## config.mk

```make
export PLATFORM = sky130hd
export DESIGN_NAME = seg_capture_decoder_flat
export DESIGN_NICKNAME = d
export VERILOG_FILES = /design/src/rtl/seg_capture_decoder_if.sv /design/src/rtl/seg_capture_decoder.sv /design/src/flat_wrapper.sv
export SDC_FILE = /design/constraint.sdc
export NUM_CORES = 1
export LEC_CHECK = 0
export ABC_AREA = 1
export CORE_MARGIN = 3
export CORE_UTILIZATION = 48
export CTS_BUF_LIST = sky130_fd_sc_hd__clkbuf_8
export DETAILED_ROUTE_END_ITERATION = 6
export PLACE_DENSITY = 0.75
export SETUP_SLACK_MARGIN = 0.4
export SLEW_MARGIN = 10
export SYNTH_ARGS = -nofsm -noshare
export SYNTH_HDL_FRONTEND = slang
export SYNTH_SLANG_ARGS = --single-unit
```

## constraint.sdc

```tcl
create_clock -name clk -period 2.9 [get_ports clk]
set_clock_uncertainty 0.15 [all_clocks]
set_input_delay 0.58 -clock clk [delete_from_list [all_inputs] [get_ports clk]]
set_output_delay 0.58 -clock clk [all_outputs]
set_load 0.005 [all_outputs]
```

## src/rtl/seg_capture_decoder_if.sv

```systemverilog
// seg_capture_decoder_if
//   Bundles the multiplexed seven-segment bus that is being observed together
//   with the values reconstructed from it.
//   master : whoever drives the display bus and reads the results back
//   slave  : the capture decoder
//   seg        [7:0]  segment lines, active-high (bit0=a .. bit6=g, bit7=dp)
//   dig_sel    [7:0]  digit selects, active-low
//   bcd_out    [31:0] captured value, digit i in [4i+3:4i]
//   dp_out     [7:0]  captured decimal point per digit
//   valid      [7:0]  digit captured at least once since reset
//   err        [7:0]  last capture of the digit was an unrecognised pattern
//   frame_done        one-cycle pulse when a full set of 8 digits completes
interface seg_capture_decoder_if;
    logic [7:0]  seg;
    logic [7:0]  dig_sel;
    logic [31:0] bcd_out;
    logic [7:0]  dp_out;
    logic [7:0]  valid;
    logic [7:0]  err;
    logic        frame_done;

    modport master (
        output seg, dig_sel,
        input  bcd_out, dp_out, valid, err, frame_done
    );

    modport slave (
        input  seg, dig_sel,
        output bcd_out, dp_out, valid, err, frame_done
    );
endinterface

```

## src/rtl/seg_capture_decoder.sv

```systemverilog
// seg_capture_decoder
//   Watches a multiplexed 8-digit seven-segment bus and rebuilds the BCD value
//   shown on each digit. A digit is captured once its select/segment pattern
//   has held unchanged for STABLE_CYC cycles; the window fires once only.
//   Ports:
//     clk  : system clock, rising edge
//     rst  : asynchronous active-high reset
//     bus  : seg_capture_decoder_if.slave (segment/select in, results out)
//   Parameter:
//     STABLE_CYC : stable cycles required before a capture, 1..255
module seg_capture_decoder #(
    parameter int unsigned STABLE_CYC = 4
) (
    input  logic                   clk,
    input  logic                   rst,
    seg_capture_decoder_if.slave   bus
);
    localparam int unsigned     CW      = $clog2(STABLE_CYC + 1);
    localparam logic [CW-1:0]   CNT_MAX = CW'(STABLE_CYC);

    logic [7:0]       s_sel_q, s_seg_q;
    logic [CW-1:0]    cnt_q, cnt_d;
    logic [7:0]       seen_q, seen_d;
    logic             frame_q, frame_d;
    logic [7:0][3:0]  nib_q;
    logic [7:0]       dp_q, valid_q, err_q;

    logic             same;
    logic [7:0]       sel_n;
    logic             one_sel;
    logic             cap_en;
    logic [7:0]       cap_vec;
    logic [3:0]       dec_nib;
    logic             dec_err;

    // {err, nibble}; blank (all segments off) reads back as F
    function automatic logic [4:0] decode7(input logic [6:0] p);
        logic [4:0] r;
        case (p)
            7'h3F:   r = {1'b0, 4'h0};
            7'h06:   r = {1'b0, 4'h1};
            7'h5B:   r = {1'b0, 4'h2};
            7'h4F:   r = {1'b0, 4'h3};
            7'h66:   r = {1'b0, 4'h4};
            7'h6D:   r = {1'b0, 4'h5};
            7'h7D:   r = {1'b0, 4'h6};
            7'h07:   r = {1'b0, 4'h7};
            7'h7F:   r = {1'b0, 4'h8};
            7'h6F:   r = {1'b0, 4'h9};
            7'h00:   r = {1'b0, 4'hF};
            default: r = {1'b1, 4'hE};
        endcase
        return r;
    endfunction

    // Compare live inputs against last edge's sample: any difference restarts
    // the window on this edge.
    assign same  = ({bus.dig_sel, bus.seg} == {s_sel_q, s_seg_q});

    always_comb begin
        cnt_d = cnt_q;
        if (!same)
            cnt_d = '0;
        else if (cnt_q != CNT_MAX)
            cnt_d = cnt_q + 1'b1;
    end

    // Exactly one select low. Zero or several low selects are ignored entirely.
    assign sel_n   = ~s_sel_q;
    assign one_sel = (sel_n != 8'h00) && ((sel_n & (sel_n - 8'h01)) == 8'h00);

    // Only the STABLE_CYC-1 -> STABLE_CYC step captures, so a saturated
    // counter never re-captures.
    assign cap_en  = same && (cnt_q == CNT_MAX - 1'b1) && one_sel;
    assign cap_vec = cap_en ? sel_n : 8'h00;

    assign {dec_err, dec_nib} = decode7(s_seg_q[6:0]);

    always_comb begin
        seen_d  = seen_q | cap_vec;
        frame_d = 1'b0;
        if (cap_en && (&seen_d)) begin
            frame_d = 1'b1;
            seen_d  = 8'h00;
        end
    end

    always_ff @(posedge clk or posedge rst) begin
        if (rst) begin
            s_sel_q <= 8'hFF;
            s_seg_q <= 8'h00;
            cnt_q   <= '0;
            seen_q  <= 8'h00;
            frame_q <= 1'b0;
        end else begin
            s_sel_q <= bus.dig_sel;
            s_seg_q <= bus.seg;
            cnt_q   <= cnt_d;
            seen_q  <= seen_d;
            frame_q <= frame_d;
        end
    end

    // Per-digit result registers; only the selected digit is touched.
    always_ff @(posedge clk or posedge rst) begin
        if (rst) begin
            nib_q   <= '0;
            dp_q    <= 8'h00;
            valid_q <= 8'h00;
            err_q   <= 8'h00;
        end else begin
            for (int i = 0; i < 8; i++) begin
                if (cap_vec[i]) begin
                    nib_q[i]   <= dec_nib;
                    err_q[i]   <= dec_err;
                    dp_q[i]    <= s_seg_q[7];
                    valid_q[i] <= 1'b1;
                end
            end
        end
    end

    assign bus.bcd_out    = nib_q;
    assign bus.dp_out     = dp_q;
    assign bus.valid      = valid_q;
    assign bus.err        = err_q;
    assign bus.frame_done = frame_q;
endmodule

```

## src/flat_wrapper.sv

```systemverilog
// flat-port wrapper written by rule: the top's interface ports become plain ports
module seg_capture_decoder_flat 
#(
    parameter int unsigned STABLE_CYC = 4
)
  (clk, rst, bus_seg, bus_dig_sel, bus_bcd_out, bus_dp_out, bus_valid, bus_err, bus_frame_done);
  seg_capture_decoder_if bus_i ();
  input  logic clk;
  input  logic rst;
  input wire logic [$bits(bus_i.seg)-1:0] bus_seg;
  input wire logic [$bits(bus_i.dig_sel)-1:0] bus_dig_sel;
  output wire logic [$bits(bus_i.bcd_out)-1:0] bus_bcd_out;
  output wire logic [$bits(bus_i.dp_out)-1:0] bus_dp_out;
  output wire logic [$bits(bus_i.valid)-1:0] bus_valid;
  output wire logic [$bits(bus_i.err)-1:0] bus_err;
  output wire logic [$bits(bus_i.frame_done)-1:0] bus_frame_done;
  assign bus_i.seg = bus_seg;
  assign bus_i.dig_sel = bus_dig_sel;
  assign bus_bcd_out = bus_i.bcd_out;
  assign bus_dp_out = bus_i.dp_out;
  assign bus_valid = bus_i.valid;
  assign bus_err = bus_i.err;
  assign bus_frame_done = bus_i.frame_done;
  seg_capture_decoder #(.STABLE_CYC(STABLE_CYC)) u_core (.clk(clk), .rst(rst), .bus(bus_i));
endmodule
```

# Word level (Yosys, flattened, before mapping)
# Cells that the tools add are included.
# classes
addsub	2
muxes	6
n_reduce_logical	8
bitwise_logic	3
n_eq_ne	14
# ops
cell	count
$pmux 5 s11	1
$eq 7x7->1 const B	7
$eq 16x16->1	1
$mux 8	2
$eq 7x3->1 const B	2
$and 8x8->8	1
$logic_not 8->1	1
$not 8->8	1
$or 8x8->8	1
$reduce_and 8->1	1
$reduce_bool 8->1	1
$sub 8x1->8 const B	1
$eq 7x6->1 const B	1
$logic_not 7->1	1
$mux 3	2
$logic_and 1x1->1	4
$add 3x1->3 const B	1
$eq 3x2->1 const B	1
$ne 3x3->1 const B	1
$ne 2x2->1 const B	1
$mux 1	1
# totals
elab_cells	70
out_inout_bits	57
ff_bits	84
inputBits	18

# Depth between registers and ports, before layout
# logic_depth
word_depth	11
ltp_mapped	15
mapped_depth_nobuf	14

# Worst setup path after synthesis
# OpenSTA, ideal clock, no wires.
# synth_path
path_type	input to register
start	input port bus_seg[6]
end	register u_core.seen_q[0]
slack_ps	773
path_stages	13
n_path_buf	1
t_arrival_ps	1864
setup_ps	113
t_required_ps	2637
path_cell_list	xnor2_1 nand2_1 nor2_1 nand2_1 nor2_4 buf_12 nand3_4 nand2_2 nand2_1 nor2_2 nand3_4 nand2_1 inv_1
# synth_between
elab_chain_len	8
# synth_lines
element	line	source
start: declaration	flat_wrapper.sv:10	input wire logic [$bits(bus_i.seg)-1:0] bus_seg;
$eq 16x16->1 (*)	seg_capture_decoder.sv:58	assign same = ({bus.dig_sel, bus.seg} == {s_sel_q, s_seg_q});
$logic_and 1x1->1 (*) (2 in a row)	seg_capture_decoder.sv:74	assign cap_en = same && (cnt_q == CNT_MAX - 1'b1) && one_sel;
$mux 8	seg_capture_decoder.sv:75	assign cap_vec = cap_en ? sel_n : 8'h00;
$or 8x8->8	seg_capture_decoder.sv:80	seen_d = seen_q | cap_vec;
$reduce_and 8->1	seg_capture_decoder.sv:82	if (cap_en && (&seen_d)) begin
$logic_and 1x1->1	seg_capture_decoder.sv:82	
$mux 8 (*)	seg_capture_decoder.sv:82	
named net u_core.seen_d[0]	seg_capture_decoder.sv:23	logic [7:0] seen_q, seen_d;
end signal: assignment	seg_capture_decoder.sv:99	seen_q <= seen_d;
end: declaration	seg_capture_decoder.sv:23	
# The timed path passes the listed nets; every way through them passes the cells marked *.
# A chain may end at the register's enable or synchronous reset.

# Worst setup path after layout
# layout_path
start	input port bus_dig_sel[0]
end	register u_core.seen_q[4]
# layout_between
elab_chain_len	8
# layout_lines
element	line	source
start: declaration	flat_wrapper.sv:11	input wire logic [$bits(bus_i.dig_sel)-1:0] bus_dig_sel;
$eq 16x16->1 (*)	seg_capture_decoder.sv:58	
$logic_and 1x1->1 (*) (2 in a row)	seg_capture_decoder.sv:74	
$mux 8	seg_capture_decoder.sv:75	
$or 8x8->8	seg_capture_decoder.sv:80	
$reduce_and 8->1	seg_capture_decoder.sv:82	
$logic_and 1x1->1	seg_capture_decoder.sv:82	
$mux 8 (*)	seg_capture_decoder.sv:82	
named net u_core.seen_d[4]	seg_capture_decoder.sv:23	
# Marks and branches as above.

==> impl_metrics.tcl <==
set metrics [dict create \
    outcome "finished, final reports clean" \
    dpl.hpwl_um 6100 \
    routedWlPerCell_um 14.0 \
    drive_above_1_share_pct 17.3 \
    holdWs_ns 0.236 \
    final_core_utilization_pct 67.1 \
    clock_tree.root_cell "sky130_fd_sc_hd__clkbuf_8" \
    grt_ovf 0 \
    fmaxAchievable_mhz 413 \
    critPathMaxStageDelay_ns 0.50 \
    synth.net_count 429 \
    layout_min_cycle_time_ns 2.42 \
    detail_route.wirelength_um 8540 \
    ctsHtreeMaxLevel 3 \
    drv_slew 0 \
    timing.critical_path.arrival_ns 2.52 \
    io_buf_count 74 \
    setup_tns_ns 0 \
    grt_first_pass_wirelength_um 14600 \
    clkLatencyLatePin_ns 0.35 \
    endpoint_kind "register" \
    residual_drc 0 \
    pwr_density_cell_nw_per_um2 420 \
    cap_viol_max_count 0 \
    cts_buffers 9 \
    hold_path_end "u_core.s_sel_q[3]" \
    start_util_pct 50.5 \
    antenna_found_initial 0 \
    crit_path_slowest_cell "sky130_fd_sc_hd__clkdlybuf4s50_1" \
    layout_nets 526 \
    detail-route-antenna-nets 0 \
    rr_worst_depth 13 \
    power.leakage_nw 2.55 \
    setup_viol_count_final 0 \
    design.die.area_um2 8890 \
    placeableCoreArea_um2 7410 \
    place.gp.congestion 0.789 \
    via_count 2954 \
    timing.critical_path.from_type "input port" \
    antenna-diode-count 0 \
    most_common_cell_on_crit_path "sky130_fd_sc_hd__nand2_1" \
    postSynth.asyncResetShare_pct 100 \
    worstSetupPathType "in -> reg" \
    grt_pass1_vias 3005 \
    io-pin-count 75 \
    r2r_end "u_core.seen_q[4]" \
    fin_crit_sh_pct 83.5 \
    synth_cell_type_count 31 \
    hold_viol_final 0 \
    yosysSeqAreaShare_pct 56.4 \
    path_max_fanout 6 \
    rsz0062_at_grt "true" \
    critical_path.cell_chain "clkdlybuf4s50_1, xnor2_1, nand2_1, nor2_1, nand2_1, nor2_4, buf_12, nand3_4, nand2_1, nand2_1, nor2_4, nand3_2, nand2_1, inv_1" \
    die_y_um 94.3 \
    timing.rr.start "u_core.s_sel_q[6]" \
    post_synth_instance_area_um2 3740 \
    die_width_um 94.3 \
    worst-endpoint-required_ns 2.99 \
    grt_max_degree 38 \
    overall_routing_resource_usage_pct 21.2 \
    cts.sinks 84 \
    floorplan.rows 31 \
    drtPass1Iterations 4 \
    cts_hold_buffers 0 \
    yosys_register_bits 84 \
    synth_top_flop_cell "sky130_fd_sc_hd__dfrtp_1" \
    cts_max_path_buffers 2 \
    initialDrtViolationCount 122 \
    min_delay_path_depth 1 \
    syn_area_per_cell_um2 9.18 \
    area_delta_synth_final_pct 32.8 \
    synth_warnings 0 \
    worstHoldStart "bus_dig_sel[3]" \
    cts_clk_pin_slew_worst_paths_ns 0.08 \
    worst-slew-pin-transition_ns 0.523 \
    synthesis.instances 408 \
    cts_tree "built" \
    layout_commonest_cell "sky130_fd_sc_hd__nand2_1" \
    via_per_inst 4.85 \
    power.ir.vdd_worst_v 0.000263 \
    max-slew-margin-rel_pct 65.1 \
    synth_edf_count 0 \
    mostFrequentLayoutCells "sky130_fd_sc_hd__nand2_1, sky130_fd_sc_hd__dfrtp_1, sky130_fd_sc_hd__clkdlybuf4s50_1" \
    rrSetupSlack_ns 0.57 \
    timing.hold.worst.class "in -> reg" \
]
cell usage after synthesis, types with 3 or more instances:
cell | n | area [µm²]
sky130_fd_sc_hd__dfstp_2 | 8 | 210
sky130_fd_sc_hd__nand2_2 | 8 | 50.1
sky130_fd_sc_hd__inv_1 | 45 | 169
sky130_fd_sc_hd__o21ai_1 | 20 | 100
sky130_fd_sc_hd__o21ai_0 | 14 | 70.1
sky130_fd_sc_hd__or2_1 | 8 | 50.1
sky130_fd_sc_hd__nand3_4 | 9 | 158
sky130_fd_sc_hd__xnor2_1 | 11 | 96.3
sky130_fd_sc_hd__nor2_2 | 4 | 25.0
sky130_fd_sc_hd__inv_2 | 19 | 71.3
sky130_fd_sc_hd__nor3_1 | 6 | 30.0
sky130_fd_sc_hd__nor2_1 | 14 | 52.6
sky130_fd_sc_hd__nand2_1 | 136 | 510
sky130_fd_sc_hd__nand3_1 | 7 | 35.0
sky130_fd_sc_hd__ha_1 | 3 | 37.5
sky130_fd_sc_hd__dfrtp_1 | 76 | 1900
what timing repair did:
item | CTS | global route
setup buffers | 0 | 1
endpoints found under the setup margin | 0 | 18
gates resized for setup | 0 | 12
logic make-up (layout without fill, tap and decap cells):
logic type      Yosys count  count (layout)  share of synthesized area, %
fa+ha+maj                 3               3                          1.00
buf+inv                  66             167                          7.09
compound gates           41              41                          5.88
simple gates            203             204                          27.0
flops                    84              84                          56.4
xor+xnor                 11              11                          2.57
stage by stage:
| stage | power [mW] | worst slack (ns) | instances | cell area (µm²) |
|---|---|---|---|---|
| after global placement | 1.36 | 0.199 | 590 | 4710 |
| after detailed placement | 1.36 | 0.0862 | 590 | 4710 |
| after global routing | 2.19 | 0.358 | 609 | 4970 |
| after floorplan | 1.30 | 0.773 | 408 | 3750 |
| after CTS | 2.12 | 0.448 | 606 | 4890 |
| final | 2.09 | 0.479 | 609 | 4970 |
report_power, final:
part | internal [mW] | switching, mW | total (mW)
clock network | 0.333 | 0.420 | 0.753
registers | 1.19 | 0.0151 | 1.20
logic | 0.0537 | 0.0807 | 0.134
total | 1.57 | 0.516 | 2.09
worst max-delay path by stage:
| stage | cells past startpoint | start | slack [ns] | endpoint |
|---|---|---|---|---|
| final | 14 | bus_dig_sel[0] | 0.48 | u_core.seen_q[4] |
| after global routing | 14 | bus_dig_sel[0] | 0.36 | u_core.seen_q[0] |
| after CTS | 15 | bus_dig_sel[7] | 0.45 | u_core.seen_q[5] |
| after detailed placement | 15 | bus_dig_sel[7] | 0.09 | u_core.seen_q[7] |
| after global placement | 14 | bus_dig_sel[6] | 0.20 | u_core.seen_q[1] |
| after floorplan | 13 | bus_seg[6] | 0.77 | u_core.seen_q[0] |
worst max-delay path: cells and delay by family:
| kind | cells | cell delay (ns) |
|---|---|---|
| xor+xnor | 1 | 0.12 |
| buf+inv | 3 | 0.70 |
| simple gates | 10 | 1.10 |
layer usage:
metal  global-route usage (%)  wire, µm
met1                     28.3      3820
met2                     33.2      4060
met3                     7.93       579
met4                     5.05        72
met5                        0         0
registers in the layout, indices dropped and copies added (netlist names):
signal,count
u_core.bus.valid,8
u_core.bus.frame_done,1
u_core.s_seg_q,8
u_core.bus.dp_out,8
u_core.bus.bcd_out,32
u_core.bus.err,8
u_core.seen_q,8
u_core.s_sel_q,8
u_core.cnt_q,3
final cells by class:
type                            count  area (µm²)
Clock buffer                       10         138
Clock inverter                      6        41.3
Fill cell                         578        2440
Inverter                           64         244
Multi-Input combinational cell    259        1410
Sequential cell                    84        2110
Tap cell                           99         124
Timing Repair Buffer               87         906
Note: power is estimated with default switching activity, not from simulation.
